==> src/rtl/dft_12.sv <==
// 12-point DFT accumulation engine: walks every (k,n) pair and sums the products
// returned on i_re/i_im into one X[k] per bin, publishing each bin with a done pulse.
module dft_12 #(
    parameter int N  = 12,
    parameter int IW = 16,
    parameter int OW = IW + 12
) (
    input  logic          clk,
    input  logic          rst,
    input  logic [IW-1:0] i_re,
    input  logic [IW-1:0] i_im,
    input  logic          i_start,
    output logic [4:0]    o_k,
    output logic [4:0]    o_n,
    output logic [OW-1:0] o_re,
    output logic [OW-1:0] o_im,
    output logic          o_done_one,
    output logic          o_done_all,
    output logic          o_valid
);

    typedef enum logic [0:0] {
        ST_IDLE = 1'b0,
        ST_RUN  = 1'b1
    } state_t;

    localparam logic [4:0] LAST = 5'(N - 1);

    state_t        state_r, state_s;
    logic [4:0]    k_r, k_s;
    logic [4:0]    n_r, n_s;
    logic [OW-1:0] acc_re_r, acc_re_s;
    logic [OW-1:0] acc_im_r, acc_im_s;
    logic [OW-1:0] re_r, re_s;
    logic [OW-1:0] im_r, im_s;
    logic [OW-1:0] sum_re_s, sum_im_s;
    logic          done_one_r, done_one_s;
    logic          done_all_r, done_all_s;
    logic          valid_r, valid_s;

    // Next-state, counter and accumulator logic for the sweep.
    always_comb begin
        state_s    = state_r;
        k_s        = k_r;
        n_s        = n_r;
        acc_re_s   = acc_re_r;
        acc_im_s   = acc_im_r;
        re_s       = re_r;
        im_s       = im_r;
        done_one_s = 1'b0;
        done_all_s = 1'b0;
        valid_s    = valid_r;
        sum_re_s   = acc_re_r + {{(OW-IW){i_re[IW-1]}}, i_re};
        sum_im_s   = acc_im_r + {{(OW-IW){i_im[IW-1]}}, i_im};
        case (state_r)
            ST_IDLE: begin
                // A start landing on the final-bin pulse cycle is dropped.
                if (i_start && !done_all_r) begin
                    state_s  = ST_RUN;
                    k_s      = 5'd0;
                    n_s      = 5'd0;
                    acc_re_s = '0;
                    acc_im_s = '0;
                    valid_s  = 1'b1;
                end else begin
                    state_s = ST_IDLE;
                end
            end
            ST_RUN: begin
                if (n_r == LAST) begin
                    re_s       = sum_re_s;
                    im_s       = sum_im_s;
                    acc_re_s   = '0;
                    acc_im_s   = '0;
                    n_s        = 5'd0;
                    done_one_s = 1'b1;
                    if (k_r == LAST) begin
                        state_s    = ST_IDLE;
                        k_s        = 5'd0;
                        valid_s    = 1'b0;
                        done_all_s = 1'b1;
                    end else begin
                        k_s = k_r + 5'd1;
                    end
                end else begin
                    acc_re_s = sum_re_s;
                    acc_im_s = sum_im_s;
                    n_s      = n_r + 5'd1;
                end
            end
            default: begin
                state_s = ST_IDLE;
                k_s     = 5'd0;
                n_s     = 5'd0;
                valid_s = 1'b0;
            end
        endcase
    end

    // State and datapath registers.
    always_ff @(posedge clk or posedge rst) begin
        if (rst) begin
            state_r    <= ST_IDLE;
            k_r        <= 5'd0;
            n_r        <= 5'd0;
            acc_re_r   <= '0;
            acc_im_r   <= '0;
            re_r       <= '0;
            im_r       <= '0;
            done_one_r <= 1'b0;
            done_all_r <= 1'b0;
            valid_r    <= 1'b0;
        end else begin
            state_r    <= state_s;
            k_r        <= k_s;
            n_r        <= n_s;
            acc_re_r   <= acc_re_s;
            acc_im_r   <= acc_im_s;
            re_r       <= re_s;
            im_r       <= im_s;
            done_one_r <= done_one_s;
            done_all_r <= done_all_s;
            valid_r    <= valid_s;
        end
    end

    assign o_k        = k_r;
    assign o_n        = n_r;
    assign o_re       = re_r;
    assign o_im       = im_r;
    assign o_done_one = done_one_r;
    assign o_done_all = done_all_r;
    assign o_valid    = valid_r;

endmodule

==> config.mk <==
export PLATFORM = sky130hd
export DESIGN_NAME = dft_12
export DESIGN_NICKNAME = d
export VERILOG_FILES = /design/src/rtl/dft_12.sv
export SDC_FILE = /design/constraint.sdc
export NUM_CORES = 1
export LEC_CHECK = 0
export ABC_AREA = 1
export ABC_CLOCK_PERIOD_IN_PS = 3500
export CELL_PAD_IN_SITES_DETAIL_PLACEMENT = 0
export CELL_PAD_IN_SITES_GLOBAL_PLACEMENT = 1
export CORE_MARGIN = 2
export CORE_UTILIZATION = 39
export CTS_BUF_LIST = sky130_fd_sc_hd__clkbuf_4
export CTS_CLUSTER_DIAMETER = 150
export DETAILED_ROUTE_END_ITERATION = 7
export DONT_BUFFER_PORTS = 1
export PLACE_DENSITY_LB_ADDON = 0.1
export RECOVER_POWER = 25
export SLEW_MARGIN = 20
export SYNTH_ARGS = -nofsm -noshare
export SYNTH_HDL_FRONTEND = slang
export SYNTH_SLANG_ARGS = --single-unit
==> constraint.sdc <==
create_clock -name clk -period 3.5 [get_ports clk]
set_input_delay 0.35 -clock clk [delete_from_list [all_inputs] [get_ports clk]]
set_output_delay 0.35 -clock clk [all_outputs]
set_load 0.05 [all_outputs]
==> results of run 1 <==
[final cells by class]
class	count	share of cell area [%]
Multi-Input combinational cell	961	51.62
Tap cell	280	3.726
Sequential cell	126	33.53
Timing Repair Buffer	7	0.8516
Clock buffer	18	1.437
Inverter	167	6.680
Clock inverter	14	2.102
Antenna cell	2	0.05323
[state kept, by name, indices dropped and copies added, names as in the netlist]
register	flops
o_re	28
acc_re_r	28
acc_im_r	28
state_r	1
o_done_all	1
o_im	28
o_done_one	1
o_k	5
o_n	5
o_valid	1
[worst max-delay path, cell delays in order, from the launching register on]
cell	delay (ns)
sky130_fd_sc_hd__dfrtp_1	0.61
sky130_fd_sc_hd__ha_1	0.35
sky130_fd_sc_hd__nand2_1	0.09
sky130_fd_sc_hd__nor3_2	0.07
sky130_fd_sc_hd__nand2_2	0.10
sky130_fd_sc_hd__buf_4	0.65
sky130_fd_sc_hd__nand2_1	0.29
sky130_fd_sc_hd__nor3_1	0.24
[logic make-up (layout without fill, tap and decap cells)]
kind of cell	Yosys count	in the layout	share of synthesized area (%)
buffers and inverters	190	206	8.352
adders and majority gates	58	58	8.496
and+or+nand+nor	772	772	37.64
DFF	126	126	36.17
other	0	2	0
AOI/OAI and AO/OA	107	107	6.846
xor gates and xnor gates	24	24	2.497
[layout by cell type, fill, tap and decap left out, types with 3 or more instances in the layout]
cell type                   netlist  final
sky130_fd_sc_hd__a21oi_1         41     40
sky130_fd_sc_hd__nand2_2         14     14
sky130_fd_sc_hd__nand3b_1         7      7
sky130_fd_sc_hd__inv_2           11     11
sky130_fd_sc_hd__buf_4            0      4
sky130_fd_sc_hd__o21ai_0         42     42
sky130_fd_sc_hd__nand4_1         14     14
sky130_fd_sc_hd__o21bai_1         7      7
sky130_fd_sc_hd__nand2_1        515    515
sky130_fd_sc_hd__nand3_1        108    108
sky130_fd_sc_hd__nand3_2          8      8
sky130_fd_sc_hd__or2_1            3      3
sky130_fd_sc_hd__nor3_1           7      7
sky130_fd_sc_hd__nor2_1          73     73
sky130_fd_sc_hd__clkinv_1         0      5
sky130_fd_sc_hd__o22ai_1          4      4
sky130_fd_sc_hd__dfrtp_1        126    126
sky130_fd_sc_hd__xnor2_1         17     17
sky130_fd_sc_hd__xor2_1           6      6
sky130_fd_sc_hd__inv_1          156    155
sky130_fd_sc_hd__a21oi_2          5      5
sky130_fd_sc_hd__clkbuf_4         0     18
sky130_fd_sc_hd__ha_1            56     56
sky130_fd_sc_hd__bufinv_16        0      5
sky130_fd_sc_hd__nor2_2          13     12
sky130_fd_sc_hd__nor3_2           5      5
sky130_fd_sc_hd__o21ai_1          3      3
[routing by layer]
metal | vias up | global-route usage (%) | wire (um)
met5 | - | 0 | 10
met4 | 2 | 4.369 | 239
met3 | 14 | 3.833 | 615
met2 | 79 | 41.27 | 13450
met1 | 3573 | 26.82 | 11260
li1 | 4036 | - | -
[final timing paths]
check	startpoint	to	slack, ns
max	o_n[0]	o_n[2]	1.02
min	i_start	o_valid	0.11
min in group asynchronous	rst	o_re[25]	0.69
max reg2reg	o_n[0]	o_n[2]	1.02
max in group asynchronous	rst	acc_im_r[13]	1.70
min reg2reg	acc_re_r[20]	acc_re_r[20]	0.49
[power by group]
part	total, uW	internal, uW	switching, uW
combinational	5110	1790	3320
clock	1220	635	581
sequential	4160	2190	1970
total	10500	4620	5870
[per-stage QoR]
step | hold WS [ns] | total power [uW] | instance area [um2] | worst slack [ns]
CTS | 0.04838 | 10610 | 9400 | 0.9781
global placement | 0.4232 | 9314 | 9057 | 1.021
global route | 0.05882 | 11480 | 9400 | 0.7948
finish | 0.1077 | 10480 | 9403 | 1.022
floorplan | 0.4528 | 7982 | 8722 | 1.597
detailed placement | 0.4266 | 9352 | 9057 | 0.9854
[repair_timing]
action | in CTS | in global routing
hold buffers | 1 | 0
resized for setup | 0 | 0
hold endpoints to repair | 35 | 0
==> impl_metrics.env, run 1 <==
export IMPL_outcome="finished, violations left"
export IMPL_violated_checks="max-capacitance violations, max-slew violations"
export IMPL_nFillCells=2378
export IMPL_synth_async_reset_ratio_pct=100.0
export IMPL_yosys_register_bits=126
export IMPL_route_vias_total=7704
export IMPL_numPlacedInstances=1540
export IMPL_detail_route_first_pass_iterations=6
export IMPL_timing_final_hold_violations=0
export IMPL_power_density_nw_per_um2=1115
export IMPL_hold_class="input pin to register"
export IMPL_synth_main_ff_cell="sky130_fd_sc_hd__dfrtp_1"
export IMPL_ys_warnings_count=0
export IMPL_synth_enable_flop_cells=0
export IMPL_initial_core_util_pct=39.83
export IMPL_avgSynthCellArea_um2=6.827
export IMPL_grt_pass1_vias=7807
export IMPL_multi_input_comb_area_um2=4853
export IMPL_first_pass_grt_wire_length_mm=41.46
export IMPL_core_area_um2=21890
export IMPL_yosys_top_cells_count="sky130_fd_sc_hd__nand2_1 (515), sky130_fd_sc_hd__inv_1 (156), sky130_fd_sc_hd__dfrtp_1 (126), sky130_fd_sc_hd__nand3_1 (108), sky130_fd_sc_hd__nor2_1 (73)"
export IMPL_utilization_after_layout_pct=42.95
export IMPL_rows=54
export IMPL_synth_seq_area_share_pct=36.17
export IMPL_post_dp_hpwl_mm=19.62
export IMPL_design_portCount=104
export IMPL_drc=0
export IMPL_cts_setup_buffers=0
export IMPL_drt_first_iter_violations=348
export IMPL_routed_wirelength_mm=25.57
export IMPL_post_drt_via_cell_ratio=4.891
export IMPL_final_cell_count_no_fill=1575
export IMPL_final_period_minus_worst_setup_slack_ns=2.478
export IMPL_critical_path_peak_fanout=80
export IMPL_clock_skew_ns=0.02043
export IMPL_cts_clk_slew_worst_paths_ns=0.12
export IMPL_cts_buffers=17
export IMPL_timing_worst_slew_pin_value_ns=1.735
export IMPL_cts_buffer_depth=2
export IMPL_relSlewSlack_pct=-16.29
export IMPL_die_height_um=153.5
export IMPL_grt_setup_unrepaired="no"
export IMPL_postRouteAntennaNets=0
export IMPL_timing_setup_tns_ns=0
export IMPL_cts_sink_cnt=126
export IMPL_area_enclosed_by_the_die_boundary_um2=23570
export IMPL_slew_viol_final=37
export IMPL_global_route_overflow_total=0
export IMPL_worst_endpoint_arrival_ns=2.92
export IMPL_largest_net_degree_at_the_start_of_global_routing=81
export IMPL_worstRegToRegCells=7
export IMPL_synth_area_leaders="sky130_fd_sc_hd__dfrtp_1 (36%), sky130_fd_sc_hd__nand2_1 (22%), sky130_fd_sc_hd__ha_1 (8.0%), sky130_fd_sc_hd__inv_1 (6.7%), sky130_fd_sc_hd__nand3_1 (6.2%)"
export IMPL_yosysTopAreaCellShare_pct=36.17
export IMPL_synth_lib_cells_used_distinct=36
export IMPL_grt_antenna_before_repair=3
export IMPL_cts_tree="built"
export IMPL_place_congestion=0.8710
export IMPL_ctsHtreeMaxLevel=4
export IMPL_synthToLayoutAreaGrowth_pct=7.850
export IMPL_worst_ir_drop_vdd_uv=426.2
export IMPL_count_of_mapped_cells_out_of_synthesis=1277
export IMPL_setup_viol=0
export IMPL_numPortBuffers=0
export IMPL_root_buffer="sky130_fd_sc_hd__clkbuf_4"
export IMPL_critPathRequiredTime_ns=3.94
export IMPL_syn_cell_area_um2=8718
export IMPL_synth_most_common_cell="sky130_fd_sc_hd__nand2_1"
export IMPL_whs_path_depth=2
export IMPL_worst_setup_path_start_kind="register"
export IMPL_critPathCaptureType="register"
export IMPL_layout_drive_gt1_share_pct=7.579
export IMPL_die_width_um=153.5
export IMPL_achievable_frequency_mhz=403.5
export IMPL_max_cap_violations=1
export IMPL_post_drt_wl_per_cell_um=16.23
export IMPL_post_synth_top_area_cell="sky130_fd_sc_hd__dfrtp_1"
export IMPL_share_of_the_clock_period_used_by_the_worst_path_pct=70.81
export IMPL_clock_insertion_delay_worst_skew_ns=0.52
export IMPL_seqCellArea_um2=3153
export IMPL_timing_setup_critical_path_class="register to register"
export IMPL_syn_nets=1370
export IMPL_track_usage_pct=22.16
export IMPL_power_leakage_uw=0.005029
export IMPL_layout_nets=1373
Power figures use the tool's default switching activity.
==> run 2: changes to the inputs <==
Settings changed: ABC_CLOCK_PERIOD_IN_PS 3500 to 2400.
Clock period 3.5 ns to 2.4 ns, I/O delays scaled along.
==> run 2 against run 1 <==
- cell count increased by 1.4%
- sequential share of layout area shrank 0.59 points
- largest cell class unchanged
- hold slack got worse by 0.043 ns
- the flow now finishes without violations
- combinational power is 55% higher
- design area grew 1.8%
- clock-buffer cell count down 1
- critical path depth is 6 higher
- sequential power up 39%
- critical endpoint is now o_re[24]
==> impl_metrics.env, run 2 (synthesis gave the netlist of run 1 again) <==
export IMPL_most_common_layout_cells="sky130_fd_sc_hd__nand2_1 (515), sky130_fd_sc_hd__inv_1 (155), sky130_fd_sc_hd__dfrtp_1 (126)"
export IMPL_utilization_after_layout_pct=43.72
export IMPL_hold_class="input pin to register"
export IMPL_post_dp_cell_area_um2=9190
export IMPL_worst_endpoint_arrival_ns=2.67
export IMPL_worst_ir_drop_vdd_uv=626.6
export IMPL_cts_clk_slew_worst_paths_ns=0.13
export IMPL_worst_setup_path_start_kind="register"
export IMPL_first_pass_grt_wire_length_mm=43.48
export IMPL_slew_viol_final=0
export IMPL_grt_setup_unrepaired="no"
export IMPL_relSlewSlack_pct=31.31
export IMPL_clock_skew_ns=0.02610
export IMPL_root_buffer="sky130_fd_sc_hd__clkbuf_4"
export IMPL_timing_setup_critical_path_class="register to register"
export IMPL_grt_pass1_vias=8037
export IMPL_post_dp_hpwl_mm=20.75
export IMPL_cts_buffer_depth=2
export IMPL_critPathCaptureType="register"
export IMPL_timing_worst_slew_pin_value_ns=1.025
export IMPL_max_cap_violations=0
export IMPL_cts_tree="built"
export IMPL_synthToLayoutAreaGrowth_pct=9.773
export IMPL_numPortBuffers=0
export IMPL_most_common_cell_after_layout_fill_and_taps_aside="sky130_fd_sc_hd__nand2_1"
export IMPL_layout_drive_gt1_share_pct=8.904
export IMPL_power_density_nw_per_um2=1623
export IMPL_route_vias_total=7951
export IMPL_critPathMaxStageDelay_ns=0.41
export IMPL_final_period_minus_worst_setup_slack_ns=2.236
export IMPL_clock_insertion_delay_worst_skew_ns=0.54
export IMPL_layout_nets=1394
export IMPL_postRouteAntennaNets=0
export IMPL_grt_antenna_before_repair=4
export IMPL_setup_viol=0
export IMPL_outcome="finished, final reports clean"
export IMPL_cell_with_the_most_instances_on_the_worst_path="sky130_fd_sc_hd__nand2_1"
export IMPL_core_area_um2=21890
export IMPL_share_of_the_clock_period_used_by_the_worst_path_pct=93.16
export IMPL_cts_buffers=17
export IMPL_critPathRequiredTime_ns=2.83
export IMPL_drt_first_iter_violations=380
export IMPL_hold_slack_ns=0.06452
export IMPL_timing_final_hold_violations=0
export IMPL_routed_wirelength_mm=26.54
export IMPL_ctsHtreeMaxLevel=4
export IMPL_cts_setup_buffers=0
export IMPL_global_route_overflow_total=0
export IMPL_largest_net_degree_at_the_start_of_global_routing=81
export IMPL_finalInstanceArea_um2=9570
export IMPL_post_drt_wl_per_cell_um=16.62
export IMPL_timing_setup_tns_ns=0
export IMPL_design_portCount=104
export IMPL_design_power_total_uw=15530
export IMPL_initial_core_util_pct=39.83
export IMPL_power_leakage_uw=0.005135
export IMPL_achievable_frequency_mhz=447.3
export IMPL_rows=54
export IMPL_cts_sink_cnt=126
export IMPL_cpMaxStageDelayCell="sky130_fd_sc_hd__fa_1"
export IMPL_drc=0
export IMPL_place_congestion=0.9170
export IMPL_track_usage_pct=23.33
export IMPL_detail_route_first_pass_iterations=5
export IMPL_post_drt_via_cell_ratio=4.979
export IMPL_die_width_um=153.5
export IMPL_die_height_um=153.5
export IMPL_sequence_of_cells_on_the_critical_path="ha_1 -> inv_1 -> fa_1 -> inv_1 -> nand3_1 -> nand3_2 -> nand2_1 -> nand2_1 -> nand2_1 -> nand3_1 -> nand2_1 -> nand3_1 -> nand2_1"
export IMPL_critical_path_peak_fanout=4
export IMPL_area_enclosed_by_the_die_boundary_um2=23570
-- run 2: cell type report --
class	instances	area, um2
tap	280	350.3
antenna	3	7.507
timing repair buffer	28	240.2
fill	2333	12320
inverter	167	628.1
multi-input combinational	961	4853
clock buffer	17	127.6
clock inverter	15	210.2
sequential	126	3153
-- run 2: stage by stage --
stage | setup slack, ns | instances
floorplan | 0.5024 | 1277
global placement | 0.2190 | 1556
detailed placement | 0.1964 | 1556
CTS | 0.1457 | 1594
global route | 0.03198 | 1596
finish | 0.1642 | 1597
-- run 2: power by group --
part           leakage (uW)  internal, uW  total, uW  switching, uW
registers           0.00148          3200       5800           2600
logic               0.00348          2720       7940           5220
clock network      0.000179           846       1790            946
-- run 2: worst paths after layout --
path                             start      endpoint  slack (ns)  cells past startpoint
setup / recovery           acc_re_r[0]      o_re[24]        0.16                     13
hold / removal                i_im[15]  acc_im_r[26]        0.06                      4
setup reg to reg           acc_re_r[0]      o_re[24]        0.16                     13
hold reg to reg            acc_re_r[9]   acc_re_r[9]        0.50                      2
max in group asynchronous          rst      o_im[13]        0.60                      3
min in group asynchronous          rst       o_re[0]        0.33                      2
-- run 2: layer usage --
| layer | track usage, % | vias up | share of wire (%) |
|---|---|---|---|
| met5 | 0 | - | 0.060 |
| met1 | 28.43 | 3705 | 43 |
| met2 | 41.99 | 136 | 51 |
| li1 | - | 4073 | - |
| met4 | 7.558 | 2 | 2.8 |
| met3 | 3.805 | 35 | 3.1 |
-- run 2: repair_timing --
item                      in CTS  in global routing
hold endpoints to repair     118                  0
resized for setup              0                  0
hold buffers                   6                  0
-- run 2: critical path, delay by kind of cell, from the launching register on --
kind                       cells  cell delay [ns]
and+or+nand+nor                9             0.93
adders and majority gates      2             0.65
DFF                            1             0.38
buffers and inverters          2             0.18
